===== config.mk =====
export PLATFORM = sky130hd
export DESIGN_NAME = prod_accumulator
export DESIGN_NICKNAME = d
export VERILOG_FILES = /design/src/rtl/prod_accumulator.sv
export SDC_FILE = /design/constraint.sdc
export NUM_CORES = 1
export LEC_CHECK = 0
export ABC_AREA = 1
export BUFFER_PORTS_ARGS = -buffer_cell sky130_fd_sc_hd__buf_2
export CORE_MARGIN = 1.5
export CORE_UTILIZATION = 41
export DETAILED_ROUTE_END_ITERATION = 8
export PLACE_DENSITY = 0.72
export SLEW_MARGIN = 20
export SYNTH_ARGS = -nofsm -noshare
export SYNTH_HDL_FRONTEND = slang
export SYNTH_SLANG_ARGS = --single-unit

===== constraint.sdc =====
create_clock -name clk -period 2.1 [get_ports clk]
set_clock_uncertainty 0.05 [all_clocks]
set_input_delay 0.21 -clock clk [delete_from_list [all_inputs] [get_ports clk]]
set_output_delay 0.21 -clock clk [all_outputs]
set_load 0.01 [all_outputs]

===== src/rtl/prod_accumulator.sv =====
// prod_accumulator: sums one frame of 8-bit unsigned products into an ACC_W-bit
// accumulator and hands the sum, term count and overflow flag downstream.
// A frame closes on an accepted in_last beat or when it reaches 2^CNT_W-1 terms.
// The result is held until acc_valid && acc_ready. After that handshake the
// accumulator clears and the block accepts the next frame.
// Optional build macro PROD_ACC_SAT_EN: on carry-out the sum clamps to
// 2^ACC_W-1 for the rest of the frame. Without it the sum wraps modulo 2^ACC_W.
// acc_ovf is set in both builds.
module prod_accumulator #(
    parameter int unsigned ACC_W = 16,
    parameter int unsigned CNT_W = 5
) (
    input  logic             clk,
    input  logic             rst,
    input  logic [7:0]       in_prod,
    input  logic             in_valid,
    input  logic             in_last,
    output logic             in_ready,
    output logic [ACC_W-1:0] acc_sum,
    output logic [CNT_W-1:0] acc_count,
    output logic             acc_ovf,
    output logic             acc_valid,
    input  logic             acc_ready
);

    typedef enum logic [0:0] {StAccum, StHold} state_e;

    localparam logic [CNT_W-1:0] CntMax = '1;

    state_e           state_q, state_d;
    logic [ACC_W-1:0] sum_q, sum_d;
    logic [CNT_W-1:0] count_q, count_d;
    logic             ovf_q, ovf_d;
    logic [ACC_W-1:0] acc_sum_q, acc_sum_d;
    logic [CNT_W-1:0] acc_count_q, acc_count_d;
    logic             acc_ovf_q, acc_ovf_d;
    logic             acc_valid_q, acc_valid_d;

    logic [ACC_W:0]   add_full;
    logic [ACC_W-1:0] sum_next;
    logic [CNT_W-1:0] count_next;
    logic             ovf_next;
    logic             beat;
    logic             close;
    logic             res_taken;

    // Post-add values for the current beat and the frame-close decision
    always_comb begin
        add_full   = {1'b0, sum_q} + {{(ACC_W - 7){1'b0}}, in_prod};
        ovf_next   = ovf_q | add_full[ACC_W];
`ifdef PROD_ACC_SAT_EN
        // Once saturated, hold at full scale for the rest of the frame
        sum_next   = ovf_next ? {ACC_W{1'b1}} : add_full[ACC_W-1:0];
`else
        sum_next   = add_full[ACC_W-1:0];
`endif
        count_next = count_q + CNT_W'(1);
        close      = in_last || (count_next == CntMax);
        beat       = in_valid && in_ready;
        res_taken  = acc_valid_q && acc_ready;
    end

    // State register
    always_ff @(posedge clk) begin
        if (rst) begin
            state_q <= StAccum;
        end else begin
            state_q <= state_d;
        end
    end

    // Next-state decode: close a frame into HOLD, leave HOLD on result handshake
    always_comb begin
        state_d = state_q;
        unique case (state_q)
            StAccum: if (beat && close) state_d = StHold;
            StHold:  if (res_taken)     state_d = StAccum;
            default: state_d = StAccum;
        endcase
    end

    // Output decode: beats are only taken while accumulating
    always_comb begin
        in_ready = (state_q == StAccum);
    end

    // Accumulator and result-register next values
    always_comb begin
        sum_d       = sum_q;
        count_d     = count_q;
        ovf_d       = ovf_q;
        acc_sum_d   = acc_sum_q;
        acc_count_d = acc_count_q;
        acc_ovf_d   = acc_ovf_q;
        acc_valid_d = acc_valid_q;
        unique case (state_q)
            StAccum: begin
                if (beat) begin
                    sum_d   = sum_next;
                    count_d = count_next;
                    ovf_d   = ovf_next;
                    if (close) begin
                        acc_sum_d   = sum_next;
                        acc_count_d = count_next;
                        acc_ovf_d   = ovf_next;
                        acc_valid_d = 1'b1;
                    end
                end
            end
            StHold: begin
                if (res_taken) begin
                    sum_d       = '0;
                    count_d     = '0;
                    ovf_d       = 1'b0;
                    acc_valid_d = 1'b0;
                end
            end
            default: begin
                acc_valid_d = 1'b0;
            end
        endcase
    end

    // Datapath registers; reset discards any partial frame or held result
    always_ff @(posedge clk) begin
        if (rst) begin
            sum_q       <= '0;
            count_q     <= '0;
            ovf_q       <= 1'b0;
            acc_sum_q   <= '0;
            acc_count_q <= '0;
            acc_ovf_q   <= 1'b0;
            acc_valid_q <= 1'b0;
        end else begin
            sum_q       <= sum_d;
            count_q     <= count_d;
            ovf_q       <= ovf_d;
            acc_sum_q   <= acc_sum_d;
            acc_count_q <= acc_count_d;
            acc_ovf_q   <= acc_ovf_d;
            acc_valid_q <= acc_valid_d;
        end
    end

    assign acc_sum   = acc_sum_q;
    assign acc_count = acc_count_q;
    assign acc_ovf   = acc_ovf_q;
    assign acc_valid = acc_valid_q;

endmodule


* Word level (Yosys, flattened, before mapping) *
Cells that the tools add are included.
Widths: inputs -> output; s select.

operators by class
  $add $sub $neg = 2
  multipliers = 0
  div/mod/pow operators = 0
  order comparisons = 0
  eq/ne operators = 4
  shift operators = 0
  mux-type cells = 15
  bitwise operators = 2
  reductions and logical operators = 7

operators with widths
  kind                 count
  $mux 16              2
  $pmux 16 s2          1
  $add 16x8->17        1
  $mux 5               2
  $pmux 5 s2           1
  $mux 1               6
  $ne 2x1->1 const B   3
  $pmux 1 s2           3
  $reduce_and 3->1     2
  $add 5x1->5 const B  1
  $eq 5x5->1 const B   1
  $logic_and 1x1->1    3
  $reduce_and 2->1     1
  $logic_or 1x1->1     1
  $not 1->1            1
  $or 1x1->1           1

word-level totals
  bits in registers = 46
  latch bits = 0
  bits in writable memories = 0
  ROM bits = 0
  input port bits = 13
  output and inout bits = 24
  word-level logic and storage cells = 38
  memories kept = 0

* Depth between registers and ports, before layout *
Gate-level depths: netlist of run 1.

  word-level depth = 6
  depth in mapped cells = 12
  gate-level depth less buffers = 12

* Worst setup path before layout of run 1 *
No wires, ideal clock.

  path type = reg2reg
  from = register sum_q[0]
  to = register acc_ovf_q, in the netlist acc_ovf
  setup time = 0.117 ns
  arrival = 1.612 ns
  required time = 1.933 ns
  setup slack = 0.321 ns
  stages on the path, launching flop included = 11
  buffers on the path = 0
  period minus slack after synthesis = 1.779 ns
  path through = dfxtp_1 > ha_1 > fa_1 > nand2_1 > nand2_1 > and2_1 > nand3_1 > nand2_1 > a21oi_1 > and2_1 > nor2_1

between the ends
  cells in the longest elaborated chain, start to end = 2

ends and longest elaborated chain
  item                    RTL line  source
  from (decl)             31        logic [ACC_W-1:0] sum_q, sum_d;
  from (signal assigned)  135       sum_q <= sum_d;
  $add 16x8->17           49        add_full = {1'b0, sum_q} + {{(ACC_W - 7){1'b0}}, in_prod};
  $or 1x1->1              50        ovf_next = ovf_q | add_full[ACC_W];
  to (signal assigned)    140       acc_ovf_q <= acc_ovf_d;
  to (decl)               36        logic acc_ovf_q, acc_ovf_d;

Every way passes these cells.
A chain may end at the register's enable or synchronous reset.

* Final worst setup path of run 1 *
  from = register sum_q[0]
  to = register acc_sum_q[10], in the netlist acc_sum[10]

between the ends
  cells in the longest elaborated chain, start to end = 1

ends and longest elaborated chain
  item                  RTL line  source
  $add 16x8->17         49
  to (signal assigned)  138       acc_sum_q <= acc_sum_d;
  to (decl)             34        logic [ACC_W-1:0] acc_sum_q, acc_sum_d;

Every way passes these cells.

==> results of run 1 <==
## flip-flops by register name, indices dropped and copies added, names as in the netlist
signal and flops:
sum_q 16, acc_sum 16, acc_ovf 1, acc_count 5
state_q 1, ovf_q 1, acc_valid 1, count_q 5
## worst paths after layout
path / cells past startpoint / startpoint / end / slack, ps
setup / recovery: 12 / sum_q[0]$_SDFFE_PP0P_ / acc_sum[10]$_SDFFE_PP0P_ / 180
hold / removal: 4 / acc_ready / state_q$_SDFF_PP0_ / 240
setup reg to reg: 12 / sum_q[0]$_SDFFE_PP0P_ / acc_sum[10]$_SDFFE_PP0P_ / 180
hold reg to reg: 2 / acc_sum[0]$_SDFFE_PP0P_ / acc_sum[0]$_SDFFE_PP0P_ / 410
## power groups by stage
stage,logic (mW),clock network (mW),registers (mW)
2_1_floorplan,0.265,0,0.991
3_3_place_gp,0.388,0,0.981
3_5_place_dp,0.392,0,0.982
4_1_cts,0.396,0.598,0.963
5_1_grt,0.446,0.624,0.969
6_report,0.396,0.582,0.962
## cell type report
type	count	area [µm²]	area share, %
Clock buffer	6	82.6	2.97
Clock inverter	2	12.5	0.450
Inverter	38	143	5.13
Multi-Input combinational cell	256	1300	46.8
Sequential cell	46	921	33.1
Tap cell	72	90.1	3.24
Timing Repair Buffer	41	230	8.28
## cell usage after synthesis (all sizes together)
master,number
nand2,101
dfxtp,46
inv,37
nor2,35
a21oi,31
nand3,27
o21ai,20
ha,10
buf,7
nand3b,6
xor2,6
and2,4
clkbuf,4
nand4,3
nor3,3
or2,3
xnor2,3
a21boi,1
clkinv,1
fa,1
o21a,1
o21bai,1
## kinds of logic after synthesis
kind of cell / count (synthesis)
adders and majority gates: 11
AOI/OAI and AO/OA: 54
buffers and inverters: 49
DFF: 46
xor gates and xnor gates: 9
and+or+nand+nor: 182
## worst register-to-register path, cell delays in order (launching register included)
cell and delay, ps:
dfxtp_1 320, ha_1 210, fa_1 410, nand2_1 80
nand2_1 60, nand3b_1 80, nand2_1 110, nand2_1 120
nand2_1 60, nand2_1 70, nand2_1 50, and2_1 130
nor2_1 90
## layer usage
layer  vias up  routed length [µm]  track usage [%]
met1      1051                2770             24.9
li1       1197                   -                -
met4         0                 112             8.79
met2        48                2700             30.7
met5         -                   0                0
met3        10                 221             2.84
## metrics by stage
step / utilization, % / power (mW) / hold WS [ps]
after floorplan: - / 1.26 / 394
after global placement: 47.9 / 1.37 / 403
after detailed placement: 47.9 / 1.37 / 403
after CTS: 49.6 / 1.96 / 232
after global routing: 49.6 / 2.04 / 272
final: 49.6 / 1.94 / 242
==> results.md, run 1 <==
- Worst setup margin: ~180 ps
- CP max stage delay: just over 400 ps
- Drt wl/cell: 12.6 µm
- Reg clk slew, reported paths: about 90 ps
- Top-level I/O count: 37
- CTS H-tree lvls: 2
- Mux cell area share after synthesis: 0%
- Vias in the first global route: 2158
- Post-route cell area: approximately 0.0028 mm²
- Status: completed
- Top area cells in the synthesized netlist: dfxtp_1, nand2_1, a21oi_1, inv_1, nand3_1
- Setup Viol. Count Final: 0
- Vias: roughly 2300
- Fill cell count: around 580
- P_sw: around 0.60 mW
- Slew Limit Fails: 0
- Via-per-instance ratio: roughly 5.0
- Antenna diode count: 0
- Core area: approximately 0.0056 mm²
- Syn_nets: around 380
- Final non-filler cell total: around 460
- Drc violations: 0
- Switching share of total power: 30.7%
- Post-synthesis cell type count: 31
- Nets: 412
- # port buffers: 36
- Worst EP required: between 2000 and 2500 ps
- Worst Path Buf+Inv: 0
- Largest net degree at the start of global routing: 28
- Worst-Skew Late Latency: 300 ps
- Post-DP Area: around 0.0027 mm²
- Flop pwr share: between 40% and 50%
- Routed WL: ~5800 µm
- CP arrival: ~2100 ps
- Slew @ Worst Pin: 582 ps
- Antenna violations before repair: 0
- Die width: around 80 µm
- Cts repair resizes: 0
- Clock root buffer: clkbuf_8
- Type of destination of the critical path: flop
- Combinational share of power: about a fifth
- Relative slew slack: between 60 and 70%
- Post-synthesis cell area: 0.00244 mm²
- Syn avg cell area: 6.95 µm²
- Postcts setup bufs: 0
- Max cap viols: 0
- Worst Setup Start Kind: flop
- Critical path fanouts, max: 3
- First-pass GRT wire length: ~9600 µm
- Synthesis-to-finish area growth: 13.9%
- Xor and xnor fraction of the mapped netlist area: approximately 3.5%
- Most common cell after layout, fill and taps aside: nand2_1
- Clk network pwr share: between 30% and 40%
- Fmax: around 520 MHz
- GRT Overall Usage: between 10% and 20%
- Pwr Density: between 600 and 700 mW/mm²
- Critical Path Slowest Stage Cell: fa_1
- Critical path class: reg2reg
- Place WS: 185 ps
- P_leak: between 1 and 1.5 nW
- CTS tree: built
- Initial Util: about 44%
- YS warnings: 0
- Sequential area share after synthesis: a little under two fifths
- Period minus WS final: 1920 ps
- Crit path cell chain: ha_1 > fa_1 > nand2_1 > nand2_1 > nand3b_1 > nand2_1 > nand2_1 > nand2_1 > nand2_1 > nand2_1 > and2_1 > nor2_1
- Post-Synth Adder-Cell Area: approximately 6%
- First-pass DRT Iterations: 4
- Overflow after GRT: 0
- Num CTS Buffers: 5
- Internal power: 1.34 mW
- Routed Antenna Nets: 0
- Simple-gate share of the synthesized area: between 30% and 40%
- Final GP Congestion: around 0.9
- Final hold violations: 0
- Total die area: between 0.006 and 0.007 mm²
- Most used cell, CP: nand2_1
- Clock Path Buffers: 2
- VDD IR max: 0.445 mV
- Commonest non-fill, non-tap cells in the layout: nand2_1, dfxtp_1, inv_1, buf_2, nor2_1
- Num Clock Sinks: 46
- Cell family with most CP delay: simple AND/OR/NAND/NOR gates
- Setup Total Neg Slack: 0 ps
- Initial DRC Count: 140
- #FFs+latches synth: 46
- Final worst-path cycle share: between 90% and 100%
- # hold bufs at CTS: 0
- Mapped Cells: roughly 350
- DP HPWL: around 4200 µm
- DP Cell Count: 453
- Hold WC Path Type: in2reg
- Area fraction of the dominant cell type after synthesis: between 30% and 40%
- RSZ-0062 raised after global routing: no
- Layout cells sized above 1: roughly 15%
- Main combinational cell family by area after synthesis: simple AND/OR/NAND/NOR gates
- Synth area leader: dfxtp_1
- Compound-gate portion of the synthesized area: between 10% and 20%
- Die Ht: approximately 80 µm
- # rows: 27
(Power assumes the default switching activity.)
==> run 2: changes to the inputs <==
Settings changed: CORE_MARGIN 1.5 to unset, CORE_UTILIZATION 41 to 56, CTS_CLUSTER_SIZE set to 14, PLACE_DENSITY 0.72 to 0.9.
==> run 2 against run 1 <==
Compared with the run above:
- cell count is 4.8% lower
- worst hold slack worse by 2.1 ps
- via count rose by 4.9%
- clock-buffer cell count unchanged
- critical endpoint is now acc_ovf$_SDFFE_PP0P_
- total power increased by 13%
- global-route usage increased by 11 points
- routed wire length rose by 3.9%
- sequential share of layout area decreased by 0.21 points
- clock power up 42%
- critical path type unchanged
- critical path depth is 2 lower
- maximum frequency decreased by 3.3%
==> results.md, run 2 (synthesized netlist as in run 1, its figures left out) <==
- Critical path fanouts, max: 3 (unchanged)
- First-pass DRT Iterations: 4 (unchanged)
- Routed WL: 6030 µm (was 5800 µm)
- CTS H-tree lvls: 2 (unchanged)
- First-pass GRT wire length: 10100 µm (was 9560 µm)
- Clock root buffer: clkbuf_8 (unchanged)
- CP arrival: 2140 ps (was 2110 ps)
- Initial Util: 59.7% (was 43.5%)
- Antenna violations before repair: 0 (unchanged)
- Drc violations: 0 (unchanged)
- # rows: 23 (was 27)
- Postcts setup bufs: 0 (unchanged)
- Final hold violations: 0 (unchanged)
- Overflow after GRT: 0 (unchanged)
- P_leak: 1.40 nW (was 1.38 nW)
- Max cap viols: 0 (unchanged)
- Commonest non-fill, non-tap cells in the layout: nand2_1, dfxtp_1, inv_1, buf_2, nor2_1 (unchanged)
- # hold bufs at CTS: 0 (unchanged)
- Antenna diode count: 0 (unchanged)
- Hold WC Path Type: in2reg (unchanged)
- Pwr Density: 783 mW/mm² (was 698 mW/mm²)
- VDD IR max: 0.588 mV (was 0.445 mV)
- Vias: 2420 (was 2306)
- Layout cells sized above 1: 15.2% (was 14.9%)
- Setup Viol. Count Final: 0 (unchanged)
- GRT Overall Usage: 29.6% (was 19.1%)
- Fmax: 504 MHz (was 522 MHz)
- Die width: 68.0 µm (was 80.1 µm)
- Initial DRC Count: 232 (was 140)
- Overall power: 2.19 mW (was 1.94 mW)
- Cts repair resizes: 0 (unchanged)
- Slew Limit Fails: 0 (unchanged)
- Place WS: 154 ps (was 185 ps)
- Most common cell after layout, fill and taps aside: nand2_1 (unchanged)
- Routed Antenna Nets: 0 (unchanged)
- Worst Setup Start Kind: flop (unchanged)
- Via-per-instance ratio: 5.51 (was 5.00)
- Reg clk slew, reported paths: 90 ps (about the same)
- Worst EP required: 2260 ps (was 2290 ps)
- Final worst-path cycle share: 94.4% (was 91.3%)
- Slew @ Worst Pin: 616 ps (was 582 ps)
- Worst setup margin: 118 ps (was 183 ps)
- RSZ-0062 raised after global routing: no (unchanged)
- Status: completed (unchanged)
- Final GP Congestion: 0.868 (was 0.904)
- Worst-Skew Late Latency: 310 ps (was 300 ps)
- Die Ht: 68.0 µm (was 80.1 µm)
- Setup Total Neg Slack: 0 ps (unchanged)
- CTS tree: built (unchanged)
- Clock Path Buffers: 2 (unchanged)
- # port buffers: 36 (unchanged)
- Critical path class: reg2reg (unchanged)
- Num Clock Sinks: 46 (unchanged)
- Total die area: 0.00462 mm² (was 0.00642 mm²)
- Synthesis-to-finish area growth: 14.8% (was 13.9%)
- Hold depth: 4 (unchanged)
- Top-level I/O count: 37 (unchanged)
- Vias in the first global route: 2334 (was 2158)
- Core area: 0.00409 mm² (was 0.00561 mm²)
- Period minus WS final: 1980 ps (was 1920 ps)
- Num CTS Buffers: 5 (unchanged)
- Nets: 412 (unchanged)
- Type of destination of the critical path: flop (unchanged)
- Drt wl/cell: 13.7 µm (was 12.6 µm)
- Relative slew slack: 58.9% (was 61.2%)
- Largest net degree at the start of global routing: 28 (unchanged)
- R2R depth: 10 (was 12)
- DP HPWL: 4040 µm (was 4250 µm)
-- run 2: changes by cell type in the layout (fill, tap and decap cells not counted), sizes merged --
cell	before	now
clkinvlp	1	0
bufinv	0	2
clkinv	2	1
-- run 2: where the power goes --
part / switching, mW / leakage (nW) / total, mW / internal (mW)
logic: 0.251 / 0.955 / 0.403 / 0.151
registers: 0.0371 / 0.377 / 0.966 / 0.929
clock network: 0.318 / 0.0714 / 0.826 / 0.508
total: 0.607 / 1.40 / 2.19 / 1.59
-- run 2: final cells by class --
class	count	area, µm²
multi-input combinational	256	1300
fill	333	1280
sequential	46	922
timing repair buffer	41	230
inverter	38	143
clock buffer	6	82.6
tap	50	62.6
clock inverter	2	60.1
-- run 2: worst max-delay path, stage by stage, from the launching register on --
cell and delay [ps]:
dfxtp_1 330, ha_1 220, fa_1 410, nand2_1 90
nand2_1 60, and2_1 170, nand3_1 90, nand2_1 80
a21oi_1 190, and2_1 150, nor2_1 30
-- run 2: layer usage --
metal	up-vias	part of all wire [%]	track usage [%]
met5	-	0	0
met4	0	2.9	14.1
met3	20	5.2	3.83
met2	79	49	51.0
met1	1127	42	36.0
li1	1194	-	-
-- run 2: worst paths after layout --
path	end	startpoint	slack [ps]
setup / recovery	acc_ovf$_SDFFE_PP0P_	sum_q[0]$_SDFFE_PP0P_	120
hold reg to reg	acc_sum[1]$_SDFFE_PP0P_	acc_sum[1]$_SDFFE_PP0P_	420
hold / removal	state_q$_SDFF_PP0_	acc_ready	240
setup reg to reg	acc_ovf$_SDFFE_PP0P_	sum_q[0]$_SDFFE_PP0P_	120
-- run 2: per-stage QoR --
step	hold WS (ps)	cell area, µm²	cells	util [%]
final	239	2800	439	68.6
after CTS	242	2800	439	68.5
after detailed placement	400	2660	431	65.0
after floorplan	394	2440	351	-
after global placement	394	2660	431	65.0
after global routing	278	2800	439	68.6
==> run 3: changes to the inputs <==
Settings changed: BUFFER_PORTS_ARGS -buffer_cell sky130_fd_sc_hd__buf_2 to unset, CORE_UTILIZATION 56 to 60, DONT_BUFFER_PORTS set to 1, PLACE_DENSITY 0.9 to 0.87.
==> run 3 against run 2 <==
Compared with the run above:
- utilization fell by 0.37 points
- critical endpoint unchanged
- critical path depth is the same
- cell count decreased by 8.4%
- sequential power rose by 2%
- highest routed layer unchanged
- cell area is 8.2% lower
- sequential share of layout area is 2.9 points higher
- maximum frequency rose by 1.1%
- non-clock buffer count fell by 34
- via count shrank 7.5%
- register-to-register slack improved by 20 ps
- sequential cell count did not move
==> results.md, run 3 (synthesized netlist as in run 1, its figures left out) <==
- Critical Path Slowest Stage Cell: fa_1 (unchanged)
- Pwr Density: 712 mW/mm² (was 783 mW/mm²)
- First-pass DRT Iterations: 5 (was 4)
- Nets: 378 (was 412)
- Most used cell, CP: nand2_1 (unchanged)
- R2r startpoint: sum_q[0]$_SDFFE_PP0P_ (unchanged)
- FF-to-FF setup slack: 140 ps (was 120 ps)
- P_sw: 0.553 mW (was 0.607 mW)
- FF/Latch Area: 921 µm² (was 922 µm²)
- Type of destination of the critical path: flop (unchanged)
- Clock root buffer: clkbuf_8 (unchanged)
- Top-level I/O count: 37 (unchanged)
- Drt wl/cell: 13.6 µm (was 13.7 µm)
- Worst Setup Start Kind: flop (unchanged)
- Drc violations: 0 (unchanged)
- CP max stage delay: 410 ps (about the same)
- CP Depth: 10 (unchanged)
- Overflow after GRT: 0 (unchanged)
- P_leak: 1.22 nW (was 1.40 nW)
- Period minus WS final: 1960 ps (was 1980 ps)
- # port buffers: 0 (was 36)
- Internal power: 1.28 mW (was 1.59 mW)
- Worst Path Buf+Inv: 0 (unchanged)
- Die Ht: 65.8 µm (was 68.0 µm)
- Hold WC Path Type: in2reg (unchanged)
- Antenna diode count: 0 (unchanged)
- Final hold violations: 0 (unchanged)
- Switching share of total power: 30.2% (was 27.6%)
- Total die area: 0.00433 mm² (was 0.00462 mm²)
- Relative slew slack: 29.1% (was 58.9%)
- Cell family with most CP delay: simple AND/OR/NAND/NOR gates (unchanged)
- CTS tree: built (unchanged)
- Critical path fanouts, max: 3 (unchanged)
- Layout cells sized above 1: 6.21% (was 15.2%)
- Initial DRC Count: 127 (was 232)
- Fmax: 510 MHz (was 504 MHz)
- Worst r2r dst: acc_ovf$_SDFFE_PP0P_ (unchanged)
- Largest net degree at the start of global routing: 28 (unchanged)
- Crit path cell chain: ha_1 > fa_1 > nand2_1 > nand2_1 > and2_1 > nand3_1 > nand2_1 > a21oi_1 > and2_1 > nor2_1 (unchanged)
- Commonest non-fill, non-tap cells in the layout: nand2_1, dfxtp_1, inv_1, nor2_1, a21oi_1 (was nand2_1, dfxtp_1, inv_1, buf_2, nor2_1)
- Most common cell after layout, fill and taps aside: nand2_1 (unchanged)
- Status: completed (unchanged)
- GRT Overall Usage: 27.7% (was 29.6%)
- Final worst-path cycle share: 93.4% (was 94.4%)
- Routed Antenna Nets: 0 (unchanged)
- Die width: 65.8 µm (was 68.0 µm)
- Routed WL: 5460 µm (was 6030 µm)
- Final GP Congestion: 0.930 (was 0.868)
- Multi-input gate area: 0.00130 mm² (unchanged)
- Antenna violations before repair: 0 (unchanged)
- VDD IR max: 0.591 mV (was 0.588 mV)
- Hold Path Sink: state_q$_SDFF_PP0_ (unchanged)
- CP arrival: 2100 ps (was 2140 ps)
- # rows: 22 (was 23)
- Critical path class: reg2reg (unchanged)
- Flop pwr share: 53.8% (was 44.0%)
- First-pass GRT wire length: 9140 µm (was 10100 µm)
- Initial Util: 64.7% (was 59.7%)
- Num CTS Buffers: 5 (unchanged)
- Num Clock Sinks: 46 (unchanged)
- CTS H-tree lvls: 2 (unchanged)
- Vias: 2239 (was 2420)
- Hold_sp: acc_ready (unchanged)
- Via-per-instance ratio: 5.57 (was 5.51)
- Clock Path Buffers: 2 (unchanged)
- DP HPWL: 3870 µm (was 4040 µm)
- Reg clk slew, reported paths: 80 ps (was 90 ps)
- Worst-Skew Late Latency: 300 ps (was 310 ps)
- Setup Total Neg Slack: 0 ps (unchanged)
- Slew Limit Fails: 0 (unchanged)
- Fill cell count: 313 (was 333)
- Worst EP required: 2240 ps (was 2260 ps)
- Setup Viol. Count Final: 0 (unchanged)
- Overall power: 1.83 mW (was 2.19 mW)
- R2R depth: 10 (unchanged)
- Max cap viols: 0 (unchanged)
- Core area: 0.00377 mm² (was 0.00409 mm²)
- RSZ-0062 raised after global routing: no (unchanged)
- Vias in the first global route: 2062 (was 2334)
- Synthesis-to-finish area growth: 5.38% (was 14.8%)
- Hold depth: 3 (was 4)
- Clk network pwr share: 27.9% (was 37.6%)
- Combinational share of power: 18.3% (about the same)
- Slew @ Worst Pin: 1060 ps (was 616 ps)
[run 3: changes by cell type in the layout (fill, tap and decap cells not counted), sizes merged]
cell / delta
buf: -35
bufinv: -2
clkbuf: -1
clkinv: +2
dlygate4sd3: +1
[run 3: worst max path at each step]
stage	from	to	slack (ps)
after floorplan	sum_q[0]$_SDFFE_PP0P_	acc_ovf$_SDFFE_PP0P_	320
after global placement	sum_q[0]$_SDFFE_PP0P_	acc_ovf$_SDFFE_PP0P_	250
after detailed placement	sum_q[0]$_SDFFE_PP0P_	acc_ovf$_SDFFE_PP0P_	170
after CTS	sum_q[0]$_SDFFE_PP0P_	acc_ovf$_SDFFE_PP0P_	150
after global routing	sum_q[0]$_SDFFE_PP0P_	acc_ovf$_SDFFE_PP0P_	10
final	sum_q[0]$_SDFFE_PP0P_	acc_ovf$_SDFFE_PP0P_	140
[run 3: final cells by class]
class                   count  share of cell area, %
multi-input cells         256                   50.6
flip-flops and latches     46                   35.8
inverters                  38                   5.55
clock buffers               5                   2.68
repair buffers              7                   2.63
well taps                  48                   2.34
clock inverters             2                  0.389
[run 3: per-stage QoR]
step                hold WS [ps]  setup slack, ps  util, %  area (µm²)  std cells
floorplan                    394              321        -        2440        351
global placement             232              253     65.2        2460        391
detailed placement           234              169     65.2        2460        391
CTS                          144              149     67.6        2550        399
global route                 171             12.0     68.2        2570        402
finish                       142              139     68.2        2570        402
[run 3: worst register-to-register path, stage by stage (launching register included)]
cell,delay [ps]
dfxtp_1,320
ha_1,220
fa_1,410
nand2_1,80
nand2_1,60
and2_1,180
nand3_1,110
nand2_1,80
a21oi_1,170
and2_1,150
nor2_1,40
[run 3: repair_timing]
| action | CTS | global route |
|---|---|---|
| hold buffers | 1 | 0 |
| setup buffers | 0 | 3 |
| setup endpoints to repair | 0 | 1 |
| gates resized for setup | 0 | 0 |
| endpoints found under the hold margin | 27 | 0 |
[run 3: metal layers]
layer | track usage, % | vias to the layer above | routed length (µm) | share of wire [%]
met3 | 6.03 | 9 | 318 | 5.8
met5 | 0 | - | 0 | 0
met1 | 34.3 | 1036 | 2500 | 46
li1 | - | 1127 | - | -
met4 | 10.6 | 0 | 65 | 1.2
met2 | 46.3 | 67 | 2570 | 47
[run 3: power groups by stage]
stage                     clock network (mW)  registers (mW)  logic (mW)
final                                  0.511           0.984       0.335
after global routing                   0.553           0.991       0.379
after CTS                              0.515           0.983       0.327
after detailed placement                   0            1.00       0.314
after global placement                     0            1.00       0.306
after floorplan                            0           0.991       0.265
